===== src/rtl/sigma_pkg.sv =====
// Shared types, default word format and conversion helpers for the sigma accumulator.
// Helpers work on a fixed MAXW-bit container; callers pass the live width and truncate.
package sigma_pkg;

  localparam int SIGMA_N = 16;
  localparam int SIGMA_F = 8;
  localparam int MAXW    = 64;

  typedef enum logic {ACC = 1'b0, HOLD = 1'b1} sigma_state_e;

  // Accumulator width that can hold LANES*BEATS full-scale words without overflow.
  function automatic int sigma_w(input int n, input int lanes, input int beats);
    return n + $clog2(lanes * beats);
  endfunction

  // Negative zero maps to 0 because its magnitude is 0.
  function automatic logic signed [MAXW-1:0] sm_to_tc(input logic [MAXW-1:0] word, input int n);
    logic [MAXW-1:0] mag;
    mag = word & ((MAXW'(1) << (n - 1)) - MAXW'(1));
    return word[n-1] ? -signed'(mag) : signed'(mag);
  endfunction

  // Returns {sat, word}; word occupies the low n bits, zero is always +0.
  function automatic logic [MAXW:0] tc_to_sm_sat(input logic signed [MAXW-1:0] value, input int n);
    logic            neg;
    logic            sat;
    logic [MAXW-1:0] mag;
    logic [MAXW-1:0] max_mag;
    logic [MAXW-1:0] sign_bit;
    neg     = value[MAXW-1];
    mag     = unsigned'(neg ? -value : value);
    max_mag = (MAXW'(1) << (n - 1)) - MAXW'(1);
    sat     = (mag > max_mag);
    if (sat) mag = max_mag;
    sign_bit = (neg && (mag != '0)) ? (MAXW'(1) << (n - 1)) : '0;
    return {sat, mag | sign_bit};
  endfunction

endpackage


===== src/rtl/sigma_if.sv =====
// Beat input and frame-result output handshakes of the sigma accumulator.
interface sigma_if
  import sigma_pkg::*;
#(
  parameter int N     = SIGMA_N,
  parameter int LANES = 5
);
  logic         in_valid;
  logic         in_ready;
  logic [N-1:0] in_data [0:LANES-1];
  logic         in_last;
  logic         out_valid;
  logic         out_ready;
  logic [N-1:0] out_data;
  logic         out_sat;

  modport master (
    output in_valid, in_data, in_last, out_ready,
    input  in_ready, out_valid, out_data, out_sat
  );

  modport slave (
    input  in_valid, in_data, in_last, out_ready,
    output in_ready, out_valid, out_data, out_sat
  );
endinterface


===== src/rtl/sigma_tree.sv =====
// Combinational balanced pairwise adder tree over LANES two's-complement terms.
module sigma_tree #(
  parameter int LANES = 5,
  parameter int W     = 19
) (
  input  logic signed [W-1:0] terms_i [LANES],
  output logic signed [W-1:0] sum_o
);
  localparam int LEVELS = $clog2(LANES);
  localparam int PAD    = 1 << LEVELS;

  logic signed [W-1:0] leaf [PAD];
  logic signed [W-1:0] node [1:2*PAD-1];

  // Pad up to a power of two with zeros so every level pairs cleanly.
  genvar gi;
  generate
    for (gi = 0; gi < PAD; gi++) begin : g_leaf
      if (gi < LANES) begin : g_term
        assign leaf[gi] = terms_i[gi];
      end else begin : g_pad
        assign leaf[gi] = '0;
      end
    end
  endgenerate

  // Heap layout: node[k] = node[2k] + node[2k+1], leaves at PAD..2*PAD-1.
  always_comb begin
    for (int i = 0; i < PAD; i++) node[PAD+i] = leaf[i];
    for (int k = PAD - 1; k >= 1; k--) node[k] = node[2*k] + node[2*k+1];
  end

  assign sum_o = node[1];
endmodule


===== src/rtl/sigma_acc.sv =====
// Streaming signed-magnitude frame accumulator: sums LANES words per beat over up to
// BEATS beats and presents one saturated signed-magnitude total per frame.
module sigma_acc
  import sigma_pkg::*;
#(
  parameter int N     = SIGMA_N,
  parameter int F     = SIGMA_F,
  parameter int LANES = 5,
  parameter int BEATS = 4
) (
  input logic   clk,
  input logic   rst,
  sigma_if.slave bus
);
  localparam int W  = sigma_w(N, LANES, BEATS);
  localparam int CW = (BEATS > 1) ? $clog2(BEATS) : 1;

  // F only labels the binary point; it must still leave room for the sign bit.
  generate
    if (W > MAXW || N >= MAXW || F < 0 || F >= N) begin : g_bad_params
      $error("sigma_acc: unsupported N/F/LANES/BEATS combination");
    end
  endgenerate

  sigma_state_e        state_q, state_d;
  logic signed [W-1:0] acc_q, acc_d;
  logic [CW-1:0]       cnt_q, cnt_d;
  logic [N-1:0]        out_data_q, out_data_d;
  logic                out_sat_q, out_sat_d;

  logic signed [W-1:0] lane_tc [LANES];
  logic signed [W-1:0] beat_sum;
  logic signed [W-1:0] acc_sum;
  logic [MAXW:0]       sm_res;
  logic                unused_hi;
  logic                accept;
  logic                frame_end;

  genvar gi;
  generate
    for (gi = 0; gi < LANES; gi++) begin : g_lane
      assign lane_tc[gi] = W'(sm_to_tc(MAXW'(bus.in_data[gi]), N));
    end
  endgenerate

  sigma_tree #(.LANES(LANES), .W(W)) u_tree (
    .terms_i (lane_tc),
    .sum_o   (beat_sum)
  );

  assign acc_sum   = acc_q + beat_sum;
  assign sm_res    = tc_to_sm_sat(MAXW'(acc_sum), N);
  assign unused_hi = |sm_res[MAXW-1:N];

  assign accept    = bus.in_valid && (state_q == ACC);
  assign frame_end = accept && (bus.in_last || (cnt_q == CW'(BEATS - 1)));

  always_comb begin
    state_d    = state_q;
    acc_d      = acc_q;
    cnt_d      = cnt_q;
    out_data_d = out_data_q;
    out_sat_d  = out_sat_q;
    case (state_q)
      ACC: begin
        if (frame_end) begin
          state_d    = HOLD;
          acc_d      = '0;
          cnt_d      = '0;
          out_data_d = sm_res[N-1:0];
          out_sat_d  = sm_res[MAXW];
        end else if (accept) begin
          acc_d = acc_sum;
          cnt_d = cnt_q + CW'(1);
        end
      end
      HOLD: begin
        if (bus.out_ready) state_d = ACC;
      end
      default: state_d = ACC;
    endcase
  end

  always_ff @(posedge clk) begin
    if (rst) begin
      state_q    <= ACC;
      acc_q      <= '0;
      cnt_q      <= '0;
      out_data_q <= '0;
      out_sat_q  <= 1'b0;
    end else begin
      state_q    <= state_d;
      acc_q      <= acc_d;
      cnt_q      <= cnt_d;
      out_data_q <= out_data_d;
      out_sat_q  <= out_sat_d;
    end
  end

  // Handshake flags depend on state only, never on the same-cycle inputs.
  assign bus.in_ready  = (state_q == ACC);
  assign bus.out_valid = (state_q == HOLD);
  assign bus.out_data  = out_data_q;
  assign bus.out_sat   = out_sat_q;
endmodule


===== src/flat_wrapper.sv =====
// flat-port wrapper written by rule: the top's interface ports become plain ports
module sigma_acc_flat import sigma_pkg::*;
#(
  parameter int N     = SIGMA_N,
  parameter int F     = SIGMA_F,
  parameter int LANES = 5,
  parameter int BEATS = 4
)
  (clk, rst, bus_in_valid, bus_in_data, bus_in_last, bus_out_ready, bus_in_ready, bus_out_valid, bus_out_data, bus_out_sat);
  sigma_if #(.N(N), .LANES(LANES)) bus_i ();
  input logic clk;
  input logic rst;
  input wire logic [$bits(bus_i.in_valid)-1:0] bus_in_valid;
  input wire logic [$bits(bus_i.in_data)-1:0] bus_in_data;
  input wire logic [$bits(bus_i.in_last)-1:0] bus_in_last;
  input wire logic [$bits(bus_i.out_ready)-1:0] bus_out_ready;
  output wire logic [$bits(bus_i.in_ready)-1:0] bus_in_ready;
  output wire logic [$bits(bus_i.out_valid)-1:0] bus_out_valid;
  output wire logic [$bits(bus_i.out_data)-1:0] bus_out_data;
  output wire logic [$bits(bus_i.out_sat)-1:0] bus_out_sat;
  assign bus_i.in_valid = bus_in_valid;
  assign bus_i.in_data = {>>{bus_in_data}};
  assign bus_i.in_last = bus_in_last;
  assign bus_i.out_ready = bus_out_ready;
  assign bus_in_ready = bus_i.in_ready;
  assign bus_out_valid = bus_i.out_valid;
  assign bus_out_data = bus_i.out_data;
  assign bus_out_sat = bus_i.out_sat;
  sigma_acc #(.N(N), .F(F), .LANES(LANES), .BEATS(BEATS)) u_core (.clk(clk), .rst(rst), .bus(bus_i));
endmodule

===== config.mk =====
export PLATFORM = sky130hd
export DESIGN_NAME = sigma_acc_flat
export DESIGN_NICKNAME = d
export VERILOG_FILES = /design/src/rtl/sigma_pkg.sv /design/src/rtl/sigma_if.sv /design/src/rtl/sigma_tree.sv /design/src/rtl/sigma_acc.sv /design/src/flat_wrapper.sv
export SDC_FILE = /design/constraint.sdc
export NUM_CORES = 1
export LEC_CHECK = 0
export CAP_MARGIN = 10
export CORE_ASPECT_RATIO = 0.8
export CORE_UTILIZATION = 60
export CTS_CLUSTER_DIAMETER = 100
export DETAILED_ROUTE_END_ITERATION = 10
export DONT_BUFFER_PORTS = 1
export PLACE_DENSITY = 0.86
export SLEW_MARGIN = 20
export SYNTH_ARGS = -nofsm -noshare
export SYNTH_HDL_FRONTEND = slang
export SYNTH_SLANG_ARGS = --single-unit

===== constraint.sdc =====
create_clock -name clk -period 15.1 [get_ports clk]
set_input_delay 1.51 -clock clk [delete_from_list [all_inputs] [get_ports clk]]
set_output_delay 1.51 -clock clk [all_outputs]
set_load 0.05 [all_outputs]

== Yosys cells after proc, flatten, opt, wreduce, memory -nomap -nowiden ==
Index checks and enable logic that the tools add are counted.

* Reduce and logical (&&, ||, !) cells: 8
* Bitwise gates (word level): 2
* Add/subtract/negate cells: 12
* Multiplexer cells: 15
* Eq/ne operators: 1
* Order comparisons: 1

{| class="wikitable"
|+ Operator list
! cell !! count
|-
| $mux W21 || 7
|-
| $mux W64 || 2
|-
| $add A21 B21 Y21 || 5
|-
| $neg A15 Y21 || 5
|-
| $gt A64 B15 Y1 const B || 1
|-
| $neg A21 Y64 || 1
|-
| $reduce_bool A64 Y1 || 1
|-
| $mux W16 || 1
|-
| $or A16 B16 Y16 || 1
|-
| $mux W2 || 2
|-
| $reduce_and A2 Y1 || 2
|-
| $logic_and A1 B1 Y1 || 3
|-
| $add A2 B1 Y2 const B || 1
|-
| $eq A2 B2 Y1 const B || 1
|-
| $mux W1 || 2
|-
| $pmux W1 S2 || 1
|-
| $reduce_bool A2 Y1 || 1
|-
| $logic_or A1 B1 Y1 || 1
|-
| $not A1 Y1 || 1
|}

* Register bits after elaboration: 41
* Output and inout port bits: 19
* Word-level logic and storage cells: 44

== Logic depth before layout (Yosys ltp) ==
Gate-level depths: netlist (run 1).

* Word-level depth: 14
* Depth in mapped cells: 25
* Gate-level depth less buffers: 24

== By module ==
From an unflattened synthesis (run 1), not the netlist that was laid out.

* Cells, all modules: 1059
* Area, all modules: 7890.1 um2

{| class="wikitable"
|+ By module, submodules not included
! module !! instances !! cells each !! sequential area each (um2) !! area each (um2)
|-
| sigma_acc || 1 || 664 || 820.8 || 4867.2
|-
| sigma_tree || 1 || 395 || 0.0 || 3022.9
|}

== Worst setup path before layout (run 1) ==
OpenSTA, ideal clock, no wires.

* Path type: input port to flip-flop
* From: input port bus_in_data[21]
* To: register u_core.out_data_q[10] (netlist: u_core.bus.out_data[10])
* Setup time: 0.139 ns
* Setup slack: 7.927 ns
* Data arrival time: 7.034 ns
* Data required time: 14.961 ns
* Stages: 22
* Path through: nor4_1 > nand2_1 > o31ai_1 > xnor2_1 > fa_1 > fa_1 > inv_1 > fa_1 > inv_1 > ha_1 > buf_2 > a2111oi_0 > o21ai_0 > a221oi_2 > and2b_1 > nand4b_1 > or3_1 > a211o_1 > a32o_1 > nor2_4 > buf_8 > a211oi_2

* Longest elaborated chain between the ends: 11

{| class="wikitable"
|+ RTL lines
! item !! RTL line !! source
|-
| start, declared || flat_wrapper.sv:14 || <nowiki>input wire logic [$bits(bus_i.in_data)-1:0] bus_in_data;</nowiki>
|-
| $neg A15 Y21 || sigma_pkg.sv:20 || <nowiki>return word[n-1] ? -signed'(mag) : signed'(mag);</nowiki>
|-
| $mux W21 * || sigma_pkg.sv:20 ||
|-
| $add A21 B21 Y21 * (3 in a row) || sigma_tree.sv:30 || <nowiki>for (int k = PAD - 1; k >= 1; k--) node[k] = node[2*k] + node[2*k+1];</nowiki>
|-
| $add A21 B21 Y21 * || sigma_acc.sv:51 || <nowiki>assign acc_sum = acc_q + beat_sum;</nowiki>
|-
| $neg A21 Y64 || sigma_pkg.sv:31 || <nowiki>mag = unsigned'(neg ? -value : value);</nowiki>
|-
| $mux W64 * || sigma_pkg.sv:31 ||
|-
| $gt A64 B15 Y1 || sigma_pkg.sv:33 || <nowiki>sat = (mag > max_mag);</nowiki>
|-
| $mux W64 * || sigma_pkg.sv:34 || <nowiki>if (sat) mag = max_mag;</nowiki>
|-
| $or A16 B16 Y16 * || sigma_pkg.sv:36 || <nowiki>return {sat, mag | sign_bit};</nowiki>
|-
| end signal, assigned || sigma_acc.sv:95 || <nowiki>out_data_q <= out_data_d;</nowiki>
|-
| end, declared || sigma_acc.sv:28 || <nowiki>logic [N-1:0] out_data_q, out_data_d;</nowiki>
|}

Mark *: on every way between the ends. The rest lies on a longest branch, timed or not.
A chain may end at the register's enable or synchronous reset.

== Worst setup path after layout (run 1) ==
* From: input port bus_in_data[68]
* To: register u_core.out_data_q[0] (netlist: u_core.bus.out_data[0])

The elaborated chain is that of the path after synthesis.

==> results of run 1 <==
[per-stage QoR]
step                setup slack [ps]  instance area, sq um  instances  utilization (%)
global placement                7121                  6860        931            62.75
detailed placement              6890                  6860        931            62.75
CTS                             7152                  7054        939            64.52
finish                          7045                  7054        939            64.52
floorplan                       7927                  6784        814                -
global route                    6557                  7054        939            64.52
[synthesized netlist by cell type, types with 10 or more instances]
cell / instances / area [sq um]
nor3_1: 16 / 80.08
nor2_1: 71 / 266.5
o21a_1: 10 / 75.07
ha_1: 26 / 325.3
inv_1: 115 / 431.7
fa_1: 79 / 1582
xor2_1: 21 / 183.9
o21ai_0: 34 / 170.2
xnor2_1: 71 / 621.9
a22oi_1: 22 / 165.2
nand3_1: 13 / 65.06
clkbuf_1: 24 / 90.09
nand2b_1: 14 / 87.58
o31ai_1: 22 / 165.2
nand2_1: 58 / 217.7
a211oi_2: 10 / 125.1
a21oi_1: 18 / 90.09
dfxtp_1: 41 / 820.8
[cell families (layout without fill, tap and decap cells)]
family / after synthesis / after routing / synth area share (%)
mux: 7 / 7 / 1.051
simple gates: 240 / 240 / 17.78
buf+inv: 142 / 123 / 8.060
flops: 41 / 41 / 12.10
xor+xnor: 95 / 95 / 12.80
fa+ha+maj: 105 / 105 / 28.11
compound gates: 184 / 184 / 20.10
[area by class of cell]
| type | count | area [sq um] |
|---|---|---|
| flip-flops and latches | 41 | 820.8 |
| clock buffers | 5 | 125.1 |
| multi-input cells | 631 | 5428 |
| inverters | 115 | 431.7 |
| well taps | 144 | 180.2 |
| clock inverters | 3 | 68.82 |
| fillers | 915 | 3879 |
[critical path, delay by kind of cell]
family,cells,cell delay (ps)
buf+inv,1,80
xor+xnor,2,1020
simple gates,5,1890
compound gates,7,1950
fa+ha+maj,4,1750
[final timing paths]
kind	end	slack, ps
max	u_core.bus.out_data[0]$_SDFFE_PP0P_	7040
min	u_core.acc_q[9]$_SDFFE_PP0P_	450
max reg2reg	u_core.bus.out_data[0]$_SDFFE_PP0P_	9030
min reg2reg	u_core.acc_q[9]$_SDFFE_PP0P_	450
[flip-flops by register name, indices dropped and copies added (netlist names)]
register / cells
u_core.acc_q: 21
u_core.bus.out_valid: 1
u_core.cnt_q: 2
u_core.bus.out_data: 16
u_core.bus.out_sat: 1
[layer usage]
metal / vias to the layer above / GRT usage, % / routed length [microns]
met5: - / 0 / 0
met4: 0 / 10.54 / 456
met3: 43 / 5.223 / 1490
met2: 265 / 46.55 / 7688
met1: 2853 / 41.94 / 7251
li1: 2739 / - / -
==> run metrics, run 1 <==
Mean Syn Cell Area=8.334 sq um; minimum clock period=8055 ps; minimum hold slack=approximately 450 ps; total CTS buffers=5; first-pass GRT wire length=between 20000 and 30000 microns; Nets=between 900 and 1000; Slowest cell on crit path=xor2_1; setup violators final=0; crit-path cells=nor4_1 -> nand2_1 -> or2_2 -> o41ai_1 -> xor2_1 -> fa_1 -> inv_1 -> fa_1 -> fa_1 -> ha_1 -> a211o_1 -> a311o_1 -> a21oi_1 -> o31ai_1 -> xor2_1 -> nand4_1 -> a32o_1 -> nor2_4 -> a211oi_1; Max Slew Vio Count=0; width of the die=about 120 microns; WL final=16890 microns; Yosys cell types=72; remaining antenna violation count after routing=0; CP most frequent cell=fa_1; mapped cell area=6784 sq um; nature of the critical path endpoint=flop; status=finished, final reports clean; Starting Density=62.05%; die area=11740 sq um; 1st-pass router iterations=5; R2R Path Start=u_core.acc_q[2]$_SDFFE_PP0P_; row count=34; WP data required=around 15000 ps; most frequent cells in the layout=inv_1 (115), fa_1 (79), nor2_1 (71), xnor2_1 (71), nand2_1 (58); CTS clock-pin slew for the worst setup and hold paths=~70 ps; vias in the first global route=a little under 6000; fmax=0.1241 GHz; post-route setup TNS=0 ps; unrepaired setup endpoints after global routing=no; post_cts resized=0; Worst EP arrival=between 8000 and 9000 ps; Hold Crit Depth=2; pin slew with the least headroom to its limit=1051 ps; skew final=just over 7 ps; Total GRT Usage=about 30%; Max Root-Sink Buffers=2; HPWL Detailed=between 10000 and 15000 microns; largest net degree at the start of global routing=42; Syn Nets=1004; Setup Buffers After CTS=0; # hold bufs at CTS=0; hold path start=u_core.acc_q[9]$_SDFFE_PP0P_; Post-synth EDFFs=0; fin crit share=roughly 53%; antenna cells=0; Final Hold Fails=0; path depth of the worst reg2reg path=17; crit-path max FO=14; H-tree depth=2; routed vias/inst=6.283; ys async rst share=0%; I/O pin cnt=roughly 100; CP peak stage delay=790 ps; detailed-route DRC error count=0; Post-synth top flop=dfxtp_1; CTS Sinks=41; gr ovfl total=0; Clock Latency Late Sink=about 300 ps; input/output buffers=0; height of the die=around 100 microns; Routed WL per cell=17.98 microns; CTS tree=done; maxcap violations=0; Worst Path Class, Setup=in -> reg; starting DRC count in detailed routing=between 500 and 600; Via Count=5900; commonest non-fill, non-tap cell in the layout=inv_1; Critical path origin=bus_in_data[68]; Placer Congestion=between 1 and 1.5; worst rel slew slack=between 20% and 30%; Root Buffer=clkbuf_16; FF+latch count, synth=around 40; yosys warns=0; core footprint=about 11000 sq um; startpoint types=primary input; Mapped Cells=between 800 and 900; Area growth syn-to-layout=3.984%; share of cells above drive strength 1=under 10%; initial antenna violation count=0; Seq/Total Area, Yosys=between 10% and 20%; HP Class=reg -> reg
Power of run 1 is not shown: default switching activity piles up to over one toggle a cycle in this logic, so the estimate is an artifact.
==> run 2, diff against run 1 <==
--- a/config.mk
+++ b/config.mk
@@ -5,13 +5,14 @@
 export SDC_FILE = /design/constraint.sdc
 export NUM_CORES = 1
 export LEC_CHECK = 0
+export ABC_AREA = 1
 export CAP_MARGIN = 10
 export CORE_ASPECT_RATIO = 0.8
 export CORE_UTILIZATION = 60
 export CTS_CLUSTER_DIAMETER = 100
 export DETAILED_ROUTE_END_ITERATION = 10
 export DONT_BUFFER_PORTS = 1
-export PLACE_DENSITY = 0.86
+export PLACE_DENSITY = 0.89
 export SLEW_MARGIN = 20
 export SYNTH_ARGS = -nofsm -noshare
 export SYNTH_HDL_FRONTEND = slang
==> constraint.sdc (replaced) <==
create_clock -name clk -period 6.8 [get_ports clk]
set_input_delay 0.68 -clock clk [delete_from_list [all_inputs] [get_ports clk]]
set_output_delay 0.68 -clock clk [all_outputs]
set_load 0.05 [all_outputs]
==> run metrics, run 2 <==
Syn Nets=1337 (+33%); most frequent cells in the layout=nand2_1 (271), inv_1 (235), nor2_1 (108), fa_1 (79), nand3_1 (56); FF+latch count, synth=41 (unchanged); Clock Latency Late Sink=290 ps (about the same); Post-Layout Cell Count=1311 (+40%); CTS clock-pin slew for the worst setup and hold paths=60 ps (about the same); H-tree depth=2 (unchanged); largest net degree at the start of global routing=28 (-33%); commonest non-fill, non-tap cell in the layout=nand2_1; minimum hold slack=451.8 ps (+1.026 ps); row count=36 (+5.9%); GRT busiest layer=met2; top cell type by total area after synthesis=fa_1; WL final=19280 microns (+14%); Max Slew Vio Count=0 (unchanged); nature of the critical path endpoint=flop; hold path start=rst; HP Class=in -> reg; DP Cell Count=1303 (+40%); Routed WL per cell=14.71 microns (-18%); setup violators final=0 (unchanged); CP peak stage delay=520 ps (-270 ps); # hold bufs at CTS=0 (unchanged); Post-synth top flop=dfxtp_1; maxcap violations=0 (unchanged); skew final=3.591 ps (-3.507 ps); fin crit share=a little over 90%; remaining antenna violation count after routing=0 (unchanged); pin slew with the least headroom to its limit=914.9 ps (-136.3 ps); fmax=between 0.15 and 0.2 GHz; input/output buffers=0 (unchanged); top cell type's share of synthesized area=20.87% (-2.4 points); Slowest cell on crit path=fa_1; CTS Sinks=41 (unchanged); crit-path max FO=9 (-5); status=finished, final reports clean; 1st-pass router iterations=6 (+1); WP data required=6990 ps (-8270 ps); Hold Crit Depth=1 (-1); gr ovfl total=0 (unchanged); width of the die=127.7 microns (+5.6%); Biggest register=u_core.acc_q; worst reg2reg path endpoint=u_core.bus.out_data[3]$_SDFFE_PP0P_; mapped cell area=7579 sq um (+12%); GR Util met3=6.020% (+0.80 points); Worst Path Class, Setup=in -> reg; starting DRC count in detailed routing=571 (+5.0%); Post-synth top cells=nand2_1 (272), inv_1 (235), nor2_1 (108), fa_1 (79), nand3_1 (56); grt met1 use=41.77% (-0.17 points); fill cell instance count of the final layout=1095 (+20%); vias in the first global route=6888 (+18%); initial antenna violation count=0 (unchanged); share of cells above drive strength 1=9.211% (+4.3 points); antenna cells=0 (unchanged); yosys warns=0 (unchanged); worst rel slew slack=38.86% (+9.1 points); I/O pin cnt=104 (unchanged); max reg flops=21 (unchanged); met2 usage=52.04% (+5.5 points); path depth of the worst reg2reg path=24 (+7); R2R Path Start=u_core.acc_q[2]$_SDFFE_PP0P_; Final Util=64.83% (+0.31 points); routed vias/inst=5.427 (-14%); minimum clock period=roughly 6300 ps; Mean Syn Cell Area=6.607 sq um (-21%); unrepaired setup endpoints after global routing=no; detailed-route DRC error count=0 (unchanged); Nets=1329 (+35%); total CTS buffers=5 (unchanged); Via Count=7115 (+21%); Final Hold Fails=0 (unchanged); die area=13090 sq um (+11%); Yosys cell types=44 (-39%); HPWL Detailed=16450 microns (+19%); Seq/Total Area, Yosys=10.83% (-1.3 points); CP most frequent cell=nand2_1; startpoint types=primary input; height of the die=102.5 microns (+5.6%); Hold EP=u_core.bus.out_data[15]$_SDFFE_PP0P_; top-count cell post-synth=nand2_1; R2R Setup Slk=1630 ps (-7400 ps); CTS tree=done; ys async rst share=0% (unchanged); Mapped Cells=1147 (+41%); Total GRT Usage=30.95% (+0.97 points); Root Buffer=clkbuf_16; core footprint=12250 sq um (+12%); Worst EP arrival=6520 ps (-1700 ps); Synth area leaders=fa_1 (21%), nand2_1 (13%), inv_1 (12%), dfxtp_1 (11%), xor2_1 (6.4%); Post-synth EDFFs=0 (unchanged); Area growth syn-to-layout=4.804%; Max Root-Sink Buffers=2 (unchanged); Placer Congestion=0.9542 (-5.1%); first-pass GRT wire length=31800 microns (+14%); Starting Density=61.86% (-0.19 points)
run 2: changes by cell type after synthesis, moves of 18 or more:
cell     previous run  this run
nand2_1            58       272
inv_1             115       235
xnor2_1            71        22
nand3_1            13        56
nor2_1             71       108
xor2_1             21        55
nand2_2             0        30
a21oi_1            18        46
a22oi_1            22         0
o31ai_1            22         4
run 2: worst max path at each step:
stage,slack (ps),to,start,cells after the start
final,470,u_core.bus.out_data[3]$_SDFFE_PP0P_,bus_in_data[49],34
after CTS,220,u_core.bus.out_data[3]$_SDFFE_PP0P_,bus_in_data[49],30
after global routing,2,u_core.bus.out_data[6]$_SDFFE_PP0P_,bus_in_data[1],36
after detailed placement,-80,u_core.bus.out_data[3]$_SDFFE_PP0P_,bus_in_data[49],30
after global placement,230,u_core.bus.out_data[11]$_SDFFE_PP0P_,bus_in_data[49],30
after floorplan,770,u_core.bus.out_data[11]$_SDFFE_PP0P_,bus_in_data[1],36
run 2: layout make-up:
type                       instances  area, sq um  share of cell area, %
multi-input combinational        834         5737                  72.23
inverter                         251        942.2                  11.86
sequential                        41        820.8                  10.33
tap                              171        214.0                  2.694
clock buffer                       5        125.1                  1.575
timing repair buffer               6        57.56                 0.7246
clock inverter                     3        46.29                 0.5829
run 2: kinds of logic (layout without fill, tap and decap cells):
group | Yosys count | count (layout) | share of synthesized area [%]
simple gates | 550 | 550 | 33.05
buf+inv | 272 | 265 | 13.84
fa+ha+maj | 105 | 105 | 25.16
compound gates | 101 | 101 | 8.008
xor+xnor | 78 | 78 | 9.113
flops | 41 | 41 | 10.83
run 2: stage by stage:
stage                     setup TNS, ps  setup slack, ps  area (sq um)
after floorplan                       0            771.7          7579
after global placement                0            226.4          7744
after detailed placement         -634.8           -84.84          7744
after CTS                             0            221.7          7915
after global routing                  0            1.934          7943
final                                 0            470.1          7943
run 2: repair_timing:
item                                   in CTS  in global routing
endpoints found under the hold margin       0                  0
buffers inserted                            0                  0
gates resized for setup                     0                  9
setup endpoints to repair                   0                 17
run 2: critical path, delay by kind of cell:
kind | cells | cell delay, ps
AND/OR/NAND/NOR | 23 | 3190
buffers and inverters | 5 | 390
adder cells (fa/ha/maj) | 4 | 1910
AO/OA/AOI/OAI | 2 | 340
run 2: metal layers:
layer,share of wire (%),wire (microns)
met5,0,0
met4,1.9,373
met3,9.9,1911
met2,45,8605
met1,44,8391
Power of run 2 is left out for the same reason.
